[config.mk]
export PLATFORM = sky130hd
export DESIGN_NAME = codebreak_scorer
export DESIGN_NICKNAME = d
export VERILOG_FILES = /design/src/rtl/codebreak_pkg.sv /design/src/rtl/codebreak_partial_find.sv /design/src/rtl/codebreak_scorer.sv
export SDC_FILE = /design/constraint.sdc
export NUM_CORES = 1
export LEC_CHECK = 0
export CAP_MARGIN = 20
export CORE_MARGIN = 2
export CORE_UTILIZATION = 57
export CTS_CLUSTER_DIAMETER = 100
export DETAILED_ROUTE_END_ITERATION = 10
export PLACE_DENSITY = 0.87
export SETUP_SLACK_MARGIN = 0.05
export SLEW_MARGIN = 20
export SYNTH_ARGS = -nofsm -noshare
export SYNTH_HDL_FRONTEND = slang
export SYNTH_SLANG_ARGS = --single-unit
[constraint.sdc]
create_clock -name clk -period 6.97 [get_ports clk]
set_clock_uncertainty 0.15 [all_clocks]
set_input_delay 1.394 -clock clk [delete_from_list [all_inputs] [get_ports clk]]
set_output_delay 1.394 -clock clk [all_outputs]
set_load 0.03 [all_outputs]
[src/rtl/codebreak_pkg.sv]
// Shared types and sizing for the CodeBreak guess scorer.
package codebreak_pkg;

  localparam int NUM_DIGITS = 4;
  localparam int DIGIT_W    = 4;
  localparam int MAX_TRIES  = 8;
  localparam int NUM_COLORS = 10;

  localparam int CNT_W = $clog2(NUM_DIGITS + 1);
  localparam int ATT_W = $clog2(MAX_TRIES + 1);
  localparam int IDX_W = (NUM_DIGITS > 1) ? $clog2(NUM_DIGITS) : 1;

  typedef logic [DIGIT_W-1:0] digit_t;
  typedef digit_t [NUM_DIGITS-1:0] code_t;

  typedef enum logic [1:0] {
    IDLE    = 2'd0,
    EXACT   = 2'd1,
    PARTIAL = 2'd2,
    DONE    = 2'd3
  } state_t;

endpackage

[src/rtl/codebreak_partial_find.sv]
// Finds the highest-index secret digit that is still unused and equals g.
module codebreak_partial_find
  import codebreak_pkg::*;
(
  input  digit_t                  g,
  input  code_t                   s,
  input  logic [NUM_DIGITS-1:0]   sec_used,
  output logic                    found,
  output logic [IDX_W-1:0]        j
);

  logic [NUM_DIGITS-1:0] hit;

  generate
    for (genvar gi = 0; gi < NUM_DIGITS; gi++) begin : g_hit
      assign hit[gi] = !sec_used[gi] && (s[gi] == g);
    end
  endgenerate

  // Ascending scan: the last hit seen is the highest index.
  always_comb begin
    found = 1'b0;
    j     = '0;
    for (int i = 0; i < NUM_DIGITS; i++) begin
      if (hit[i]) begin
        found = 1'b1;
        j     = IDX_W'(i);
      end
    end
  end

endmodule

[src/rtl/codebreak_scorer.sv]
// Sequential guess scorer for CodeBreak: exact pass, partial pass, then result.
// Optional digit-range check on guesses: define CODEBREAK_GUESS_CHECK_EN.
module codebreak_scorer
  import codebreak_pkg::*;
(
  input  logic                           clk,
  input  logic                           rst,
  input  logic [NUM_DIGITS*DIGIT_W-1:0]  secret_in,
  input  logic                           load_secret,
  input  logic [NUM_DIGITS*DIGIT_W-1:0]  guess_in,
  input  logic                           guess_valid,
  output logic                           guess_ready,
  output logic                           result_valid,
  output logic [CNT_W-1:0]               exact_cnt,
  output logic [CNT_W-1:0]               partial_cnt,
  output logic [ATT_W-1:0]               attempts,
  output logic                           win,
  output logic                           game_over
`ifdef CODEBREAK_GUESS_CHECK_EN
  ,
  output logic                           guess_err
`endif
);

  state_t                 state_reg;
  logic [IDX_W-1:0]       idx_reg;
  code_t                  secret_reg;
  code_t                  guess_reg;
  logic [NUM_DIGITS-1:0]  sec_used_reg;
  logic [NUM_DIGITS-1:0]  gss_used_reg;
  logic [CNT_W-1:0]       exact_acc_reg;
  logic [CNT_W-1:0]       partial_acc_reg;
  logic                   secret_loaded_reg;

  logic                   guess_take;
  logic                   guess_score;
  digit_t                 cur_guess;
  logic                   pf_found;
  logic [IDX_W-1:0]       pf_j;
  logic                   partial_inc;
  logic [CNT_W-1:0]       partial_final;
  logic [ATT_W-1:0]       attempts_next;
  logic                   win_now;

  assign guess_ready = (state_reg == IDLE) && secret_loaded_reg && !game_over && !load_secret;
  assign guess_take  = guess_valid && guess_ready;

`ifdef CODEBREAK_GUESS_CHECK_EN
  code_t                 guess_code;
  logic [NUM_DIGITS-1:0] digit_bad;

  assign guess_code = guess_in;

  generate
    for (genvar gi = 0; gi < NUM_DIGITS; gi++) begin : g_range
      assign digit_bad[gi] = (int'(guess_code[gi]) >= NUM_COLORS);
    end
  endgenerate

  // Out-of-range guesses are consumed at the handshake but never scored.
  assign guess_score = guess_take && !(|digit_bad);

  always_ff @(posedge clk or negedge rst) begin
    if (!rst) begin
      guess_err <= 1'b0;
    end else begin
      guess_err <= guess_take && (|digit_bad);
    end
  end
`else
  assign guess_score = guess_take;
`endif

  assign cur_guess = guess_reg[idx_reg];

  codebreak_partial_find u_partial_find (
    .g        (cur_guess),
    .s        (secret_reg),
    .sec_used (sec_used_reg),
    .found    (pf_found),
    .j        (pf_j)
  );

  assign partial_inc   = (state_reg == PARTIAL) && !gss_used_reg[idx_reg] && pf_found;
  assign partial_final = partial_acc_reg + {{(CNT_W-1){1'b0}}, partial_inc};
  assign attempts_next = (attempts == ATT_W'(MAX_TRIES)) ? attempts : attempts + ATT_W'(1);
  assign win_now       = (exact_acc_reg == CNT_W'(NUM_DIGITS));

  always_ff @(posedge clk or negedge rst) begin
    if (!rst) begin
      state_reg         <= IDLE;
      idx_reg           <= '0;
      secret_reg        <= '0;
      guess_reg         <= '0;
      sec_used_reg      <= '0;
      gss_used_reg      <= '0;
      exact_acc_reg     <= '0;
      partial_acc_reg   <= '0;
      secret_loaded_reg <= 1'b0;
      result_valid      <= 1'b0;
      exact_cnt         <= '0;
      partial_cnt       <= '0;
      attempts          <= '0;
      win               <= 1'b0;
      game_over         <= 1'b0;
    end else begin
      result_valid <= 1'b0;
      if (load_secret) begin
        // New game: aborts any scoring run in flight without a result.
        secret_reg        <= secret_in;
        secret_loaded_reg <= 1'b1;
        attempts          <= '0;
        win               <= 1'b0;
        game_over         <= 1'b0;
        exact_cnt         <= '0;
        partial_cnt       <= '0;
        state_reg         <= IDLE;
      end else begin
        case (state_reg)
          IDLE: begin
            if (guess_score) begin
              guess_reg       <= guess_in;
              exact_acc_reg   <= '0;
              partial_acc_reg <= '0;
              sec_used_reg    <= '0;
              gss_used_reg    <= '0;
              idx_reg         <= IDX_W'(NUM_DIGITS - 1);
              state_reg       <= EXACT;
            end
          end
          EXACT: begin
            if (guess_reg[idx_reg] == secret_reg[idx_reg]) begin
              exact_acc_reg         <= exact_acc_reg + CNT_W'(1);
              sec_used_reg[idx_reg] <= 1'b1;
              gss_used_reg[idx_reg] <= 1'b1;
            end
            if (idx_reg == '0) begin
              idx_reg   <= IDX_W'(NUM_DIGITS - 1);
              state_reg <= PARTIAL;
            end else begin
              idx_reg <= idx_reg - IDX_W'(1);
            end
          end
          PARTIAL: begin
            if (partial_inc) begin
              partial_acc_reg    <= partial_final;
              sec_used_reg[pf_j] <= 1'b1;
            end
            if (idx_reg == '0) begin
              // Results are registered here so they are visible during the DONE cycle.
              exact_cnt    <= exact_acc_reg;
              partial_cnt  <= partial_final;
              result_valid <= 1'b1;
              attempts     <= attempts_next;
              if (win_now) begin
                win <= 1'b1;
              end
              if (win_now || (attempts_next == ATT_W'(MAX_TRIES))) begin
                game_over <= 1'b1;
              end
              state_reg <= DONE;
            end else begin
              idx_reg <= idx_reg - IDX_W'(1);
            end
          end
          DONE: begin
            state_reg <= IDLE;
          end
          default: begin
            state_reg <= IDLE;
          end
        endcase
      end
    end
  end

endmodule
==> Yosys cells after proc, flatten, opt, wreduce, memory -nomap -nowiden <==
Index checks and enable logic that the tools add are counted.
{ "op_classes": {"add_sub_neg": 4, "n_lt_le_gt_ge": 4, "eq_ne": 18, "n_mux": 58, "bitwise": 4, "n_reduce_logical": 38} }
{ "ops": {"columns": ["operator", "count"], "rows": [
  ["two-way mux 4 bit", 10],
  ["two-way mux 3 bit", 9],
  ["== test 4 bit", 5],
  ["two-way mux 1 bit", 19],
  ["two-way mux 2 bit", 9],
  ["binary-select mux 4 bit (select 2 bit)", 2],
  ["logical AND 1 bit", 12],
  ["bitwise OR 4 bit", 3],
  ["case mux 3 bit (2 select lines)", 2],
  ["case mux 4 bit (3 select lines)", 1],
  ["AND reduction 3 bit", 4],
  ["AND reduction 4 bit", 3],
  ["nonzero test 2 bit", 6],
  ["== test 4 bit (second input constant)", 2],
  ["inequality test 2 bit (second input constant)", 4],
  ["case mux 2 bit (4 select lines)", 1],
  ["case mux 4 bit (2 select lines)", 1],
  ["zero test 1 bit", 7],
  ["< comparator 2 x 3 -> 1 bit (second input constant)", 2],
  ["inequality test 3 bit (second input constant)", 2],
  ["case mux 2 bit (3 select lines)", 1],
  ["AND reduction 5 bit", 1],
  ["adder 4 x 1 -> 4 bit (second input constant)", 1],
  ["demux 1 bit (select 2 bit)", 2],
  ["14 further kinds", 17]
]} }
{ "word_totals": {"regBits": 64, "input_bits": 36, "output_inout_bits": 14, "word_cells": 147} }

==> Longest topological paths before layout <==
{ "depth": {"depth_word": 14, "mapped_depth": 13, "ltp_nobuf": 11} }

==> Cells and area by module <==
From an unflattened synthesis, not the netlist that was laid out.
{ "hier_totals": {"hier_cells": 314, "area_unflattened_um2": 3535.9} }
{ "modules_own_cells": {"columns": ["module", "n_inst", "cells_each", "area_each_um2", "seq_area_each_um2"], "rows": [
  ["codebreak_scorer", 1, 281, 3305.7, 1601.5],
  ["codebreak_partial_find", 1, 33, 230.2, 0.0]
]} }

==> Worst setup path after synthesis <==
No wires, ideal clock.
{ "synth_timing": {"path_type": "input -> output", "from": "input load_secret", "to": "output guess_ready", "t_arrival_ps": 1979, "required_ps": 5426, "setup_slack_ps": 3447, "cell_stages": 2, "n_path_buf": 1, "path_cell_list": "clkbuf_1 and4bb_2"} }
{ "synth_via": {"elab_chain_cells": 2} }
{ "synth_rtl": {"columns": ["element", "line_no", "text"], "rows": [
  ["start: declaration", "codebreak_scorer.sv:9", "input logic load_secret,"],
  ["zero test 1 bit", "codebreak_scorer.sv:45", "assign guess_ready = (state_reg == IDLE) && secret_loaded_reg && !game_over && !load_secret;"],
  ["logical AND 1 bit", "codebreak_scorer.sv:45", null],
  ["end: declaration", "codebreak_scorer.sv:12", "output logic guess_ready,"]
]} }
No other way between the ends.

==> Worst setup path in the final report <==
Same ends and word-level chain as after synthesis.

==> reports/qor.txt <==
PLACEMENT
-----------------------------------------------------------------------------------------------------
Port bufs                                                                                          49
Routability congestion estimate from global placement                                           0.837
DPL Wire Length                                                                          4840 microns

CLOCK NETWORK
-----------------------------------------------------------------------------------------------------
Clock Latency Late Sink                                                                       0.35 ns
Postcts setup bufs                                                                                  0
H-Tree Level Count                                                                                  3
Max Buffers Root-to-Sink                                                                            2
Post-CTS Hold Buffers                                                                               0
Cts repair resizes                                                                                  0
Total CTS buffers                                                                                   9
CTS Root Buffer Type                                                                         clkbuf_8
Clock Pin Slew Worst Setup and Hold Paths                                                     0.07 ns
TritonCTS clock tree                                                                            built
Clk sinks                                                                                          64

PWR
-----------------------------------------------------------------------------------------------------
Cell Int Power                                                                                1.01 mW
Share of total power in combinational logic                                                     0.407
Relative contribution of sequential cells to total power                                        0.349
Highest ir drop seen on vdd                                                                  0.242 mV
Switching Share                                                                                 0.367
Share of power burned in the clock network                                                      0.244
Leak Pwr                                                                                      1.76 nW
Power per unit of standard cell area                                                      381 mW/mm^2
Total net switching power                                                                    0.586 mW

STA
-----------------------------------------------------------------------------------------------------
Setup total negative slack                                                                       0 ns
Final Slew Violations                                                                               0
Fmax                                                                                          216 MHz
Fin. Hold Viols                                                                                     0
Relative slew slack                                                                             0.475
Transition time of the tightest slew-check pin                                               0.785 ns
Fin Hold WS                                                                                  0.343 ns
Portion of the clock cycle consumed by the worst path in the final layout                       0.665
Final setup fails                                                                                   0
Unrepaired setup endpoints after global routing                                                    no
Clock period minus final worst setup slack                                                    4.64 ns

DIE
-----------------------------------------------------------------------------------------------------
DIE WIDTH                                                                                81.5 microns
Core Box Area                                                                            0.00585 sq mm
Placement Rows                                                                                     28
Starting Density                                                                                0.585
Number of placed I/O pins                                                                          50
Die outline height                                                                       81.5 microns
Overall die area                                                                         0.00664 sq mm

LOGIC SYNTHESIS
-----------------------------------------------------------------------------------------------------
Main combinational cell family by area after synthesis                                   multiplexers
Commonest register cell after synthesis                                                       dfrtp_1
Net count after synthesis                                                                         346
Area share of and/or/nand/nor cells after synthesis                                             0.101
Distinct cell type count of the synthesized netlist                                                42
Post-synthesis instance area                                                             0.00342 sq mm
Yosys warns                                                                                         0
Post-Synthesis Cells                                                                              295
Ys async rst share                                                                               1.00
Area share of xor/xnor cells in the synthesized design                                         0.0563
Multiplexer share of the synthesized area                                                       0.177
Post-synthesis share of cell area spent on full adders, half adders and majority gates         0.0548
Compound-gate portion of the synthesized area                                                   0.101
FF+latch count, synth                                                                              64
Avg Cell Area, Syn                                                                         11.6 sq um
Post-synth EDFFs                                                                                    0
Sequential element share of the synthesized area                                                0.468

SETUP PATH
-----------------------------------------------------------------------------------------------------
Launching element type of the critical path                                                 input pin
Category of the worst setup path capture point                                           primary output
Crit. Startpoint                                                                          load_secret
Arrival time of the worst setup path                                                          3.09 ns
Critical-path maximum fanout                                                                       35
Crit Reg-Reg Startpoint                                                                    idx_reg[0]
Required time of the critical path                                                            5.43 ns
Worst Path Class, Setup                                                                        in2out

CELLS AND AREA
-----------------------------------------------------------------------------------------------------
FILL cells                                                                                        382
Most frequent standard cell in the layout excluding fill and tap cells                        dfrtp_1
Diode count                                                                                         0
Final #Nets                                                                                       396
Layout cells sized above 1                                                                      0.186
Layout overhead on the synthesized area                                                         22.3%
Most frequent cells in the layout                                                        dfrtp_1, clkdlybuf4s50_1, mux2_2

GRT
-----------------------------------------------------------------------------------------------------
Via count of the first global-routing pass                                                      2,456
Wire length of the first global-routing pass                                             11,500 microns
Pin count of the biggest net entering global routing                                               65
Final global-route overflow total                                                                   0
Initial antenna violation count                                                                     0
Overall global routing resource usage                                                           0.235

RUN STATUS
-----------------------------------------------------------------------------------------------------
Outcome                                                                                  finished, final reports clean

ROUTING
-----------------------------------------------------------------------------------------------------
Post-DR wirelength/cell                                                                  16.7 microns
Routed via count                                                                                2,422
# DRC                                                                                               0
Number of design-rule violations left by the first detailed-router iteration                      148
ANT nets after route                                                                                0
Wirelength, routed                                                                       7080 microns
Length of the first detailed-routing pass in iterations                                             4
Via density per instance                                                                         5.70

HOLD PATH
-----------------------------------------------------------------------------------------------------
Startpoint of the worst hold path                                                        secret_loaded_reg
Worst min path class                                                                          reg2reg

RUN
-----------------------------------------------------------------------------------------------------
# Max-Cap Violations                                                                                0

cell type report:
class,count,area (sq um),share of cell area
Timing Repair Buffer,51,500,0.120
Tap cell,75,93.8,0.0224
Clock buffer,9,124,0.0296
Multi-Input combinational cell,201,1680,0.401
Inverter,18,67.6,0.0161
Sequential cell,64,1600,0.383
Clock inverter,7,120,0.0287
through the flow:
step / instances / setup WS (ns) / power, mW / util / instance area, sq um
3_3_place_gp: 409 / 2.35 / 1.17 / 0.674 / 3940
2_1_floorplan: 295 / 3.45 / 1.07 / - / 3420
6_report: 425 / 2.33 / 1.60 / 0.715 / 4190
3_5_place_dp: 409 / 2.33 / 1.20 / 0.674 / 3940
5_1_grt: 425 / 2.26 / 1.69 / 0.715 / 4190
4_1_cts: 425 / 2.33 / 1.60 / 0.715 / 4190
logic make-up (layout without fill, tap and decap cells):
kind of cell | Yosys count | after routing
adder cells (fa/ha/maj) | 15 | 15
flip-flops | 64 | 64
buffers and inverters | 30 | 85
multiplexers | 43 | 43
AND/OR/NAND/NOR | 72 | 72
XOR/XNOR | 22 | 22
AO/OA/AOI/OAI | 49 | 49
per-layer routing:
metal | routed length [microns] | share of wire | track usage | vias to the layer above
li1 | - | - | - | 1149
met1 | 3100 | 0.44 | 0.312 | 1213
met2 | 3580 | 0.51 | 0.377 | 49
met3 | 282 | 0.040 | 0.0527 | 11
met4 | 123 | 0.017 | 0.0915 | 0
met5 | 0 | 0 | 0 | -
cells in the mapped netlist (2+ instances only):
cell | count | area share
nor3_1 | 6 | 0.0088
xor2_1 | 9 | 0.023
nor3_2 | 3 | 0.0088
nand3b_1 | 2 | 0.0044
buf_6 | 4 | 0.013
o31ai_1 | 2 | 0.0044
mux2_2 | 33 | 0.11
o21ai_0 | 10 | 0.015
clkbuf_1 | 6 | 0.0066
nand2_1 | 26 | 0.029
a21oi_1 | 21 | 0.031
nand3_1 | 8 | 0.012
ha_1 | 15 | 0.055
a211oi_1 | 3 | 0.0066
o2bb2ai_1 | 2 | 0.0051
xnor2_1 | 13 | 0.033
dfrtp_1 | 64 | 0.47
nor2_1 | 18 | 0.020
inv_1 | 18 | 0.020
a221oi_1 | 3 | 0.0077
mux4_2 | 3 | 0.020
mux4_1 | 6 | 0.046
worst paths after layout:
path                                     end  slack, ns  cells after the start
max                              guess_ready       2.33                      4
min                        secret_loaded_reg       0.34                      1
max reg2reg                   partial_cnt[2]       3.18                     10
min reg2reg                secret_loaded_reg       0.34                      1
max in group asynchronous         idx_reg[1]       5.09                      2
min in group asynchronous     secret_reg[10]       1.05                      2
worst max-delay path, cell delays in order:
cell             delay [ns]
clkdlybuf4s50_1        0.45
buf_4                  0.36
and4bb_2               0.28
clkdlybuf4s50_1        0.59
power by group through the flow:
stage	Sequential, mW	Clock (mW)	Combinational [mW]
after floorplan	0.524	0	0.548
after global placement	0.554	0	0.612
after detailed placement	0.560	0	0.638
after CTS	0.555	0.395	0.646
after global routing	0.570	0.412	0.708
final	0.557	0.390	0.649
Power figures use the tool's default switching activity.
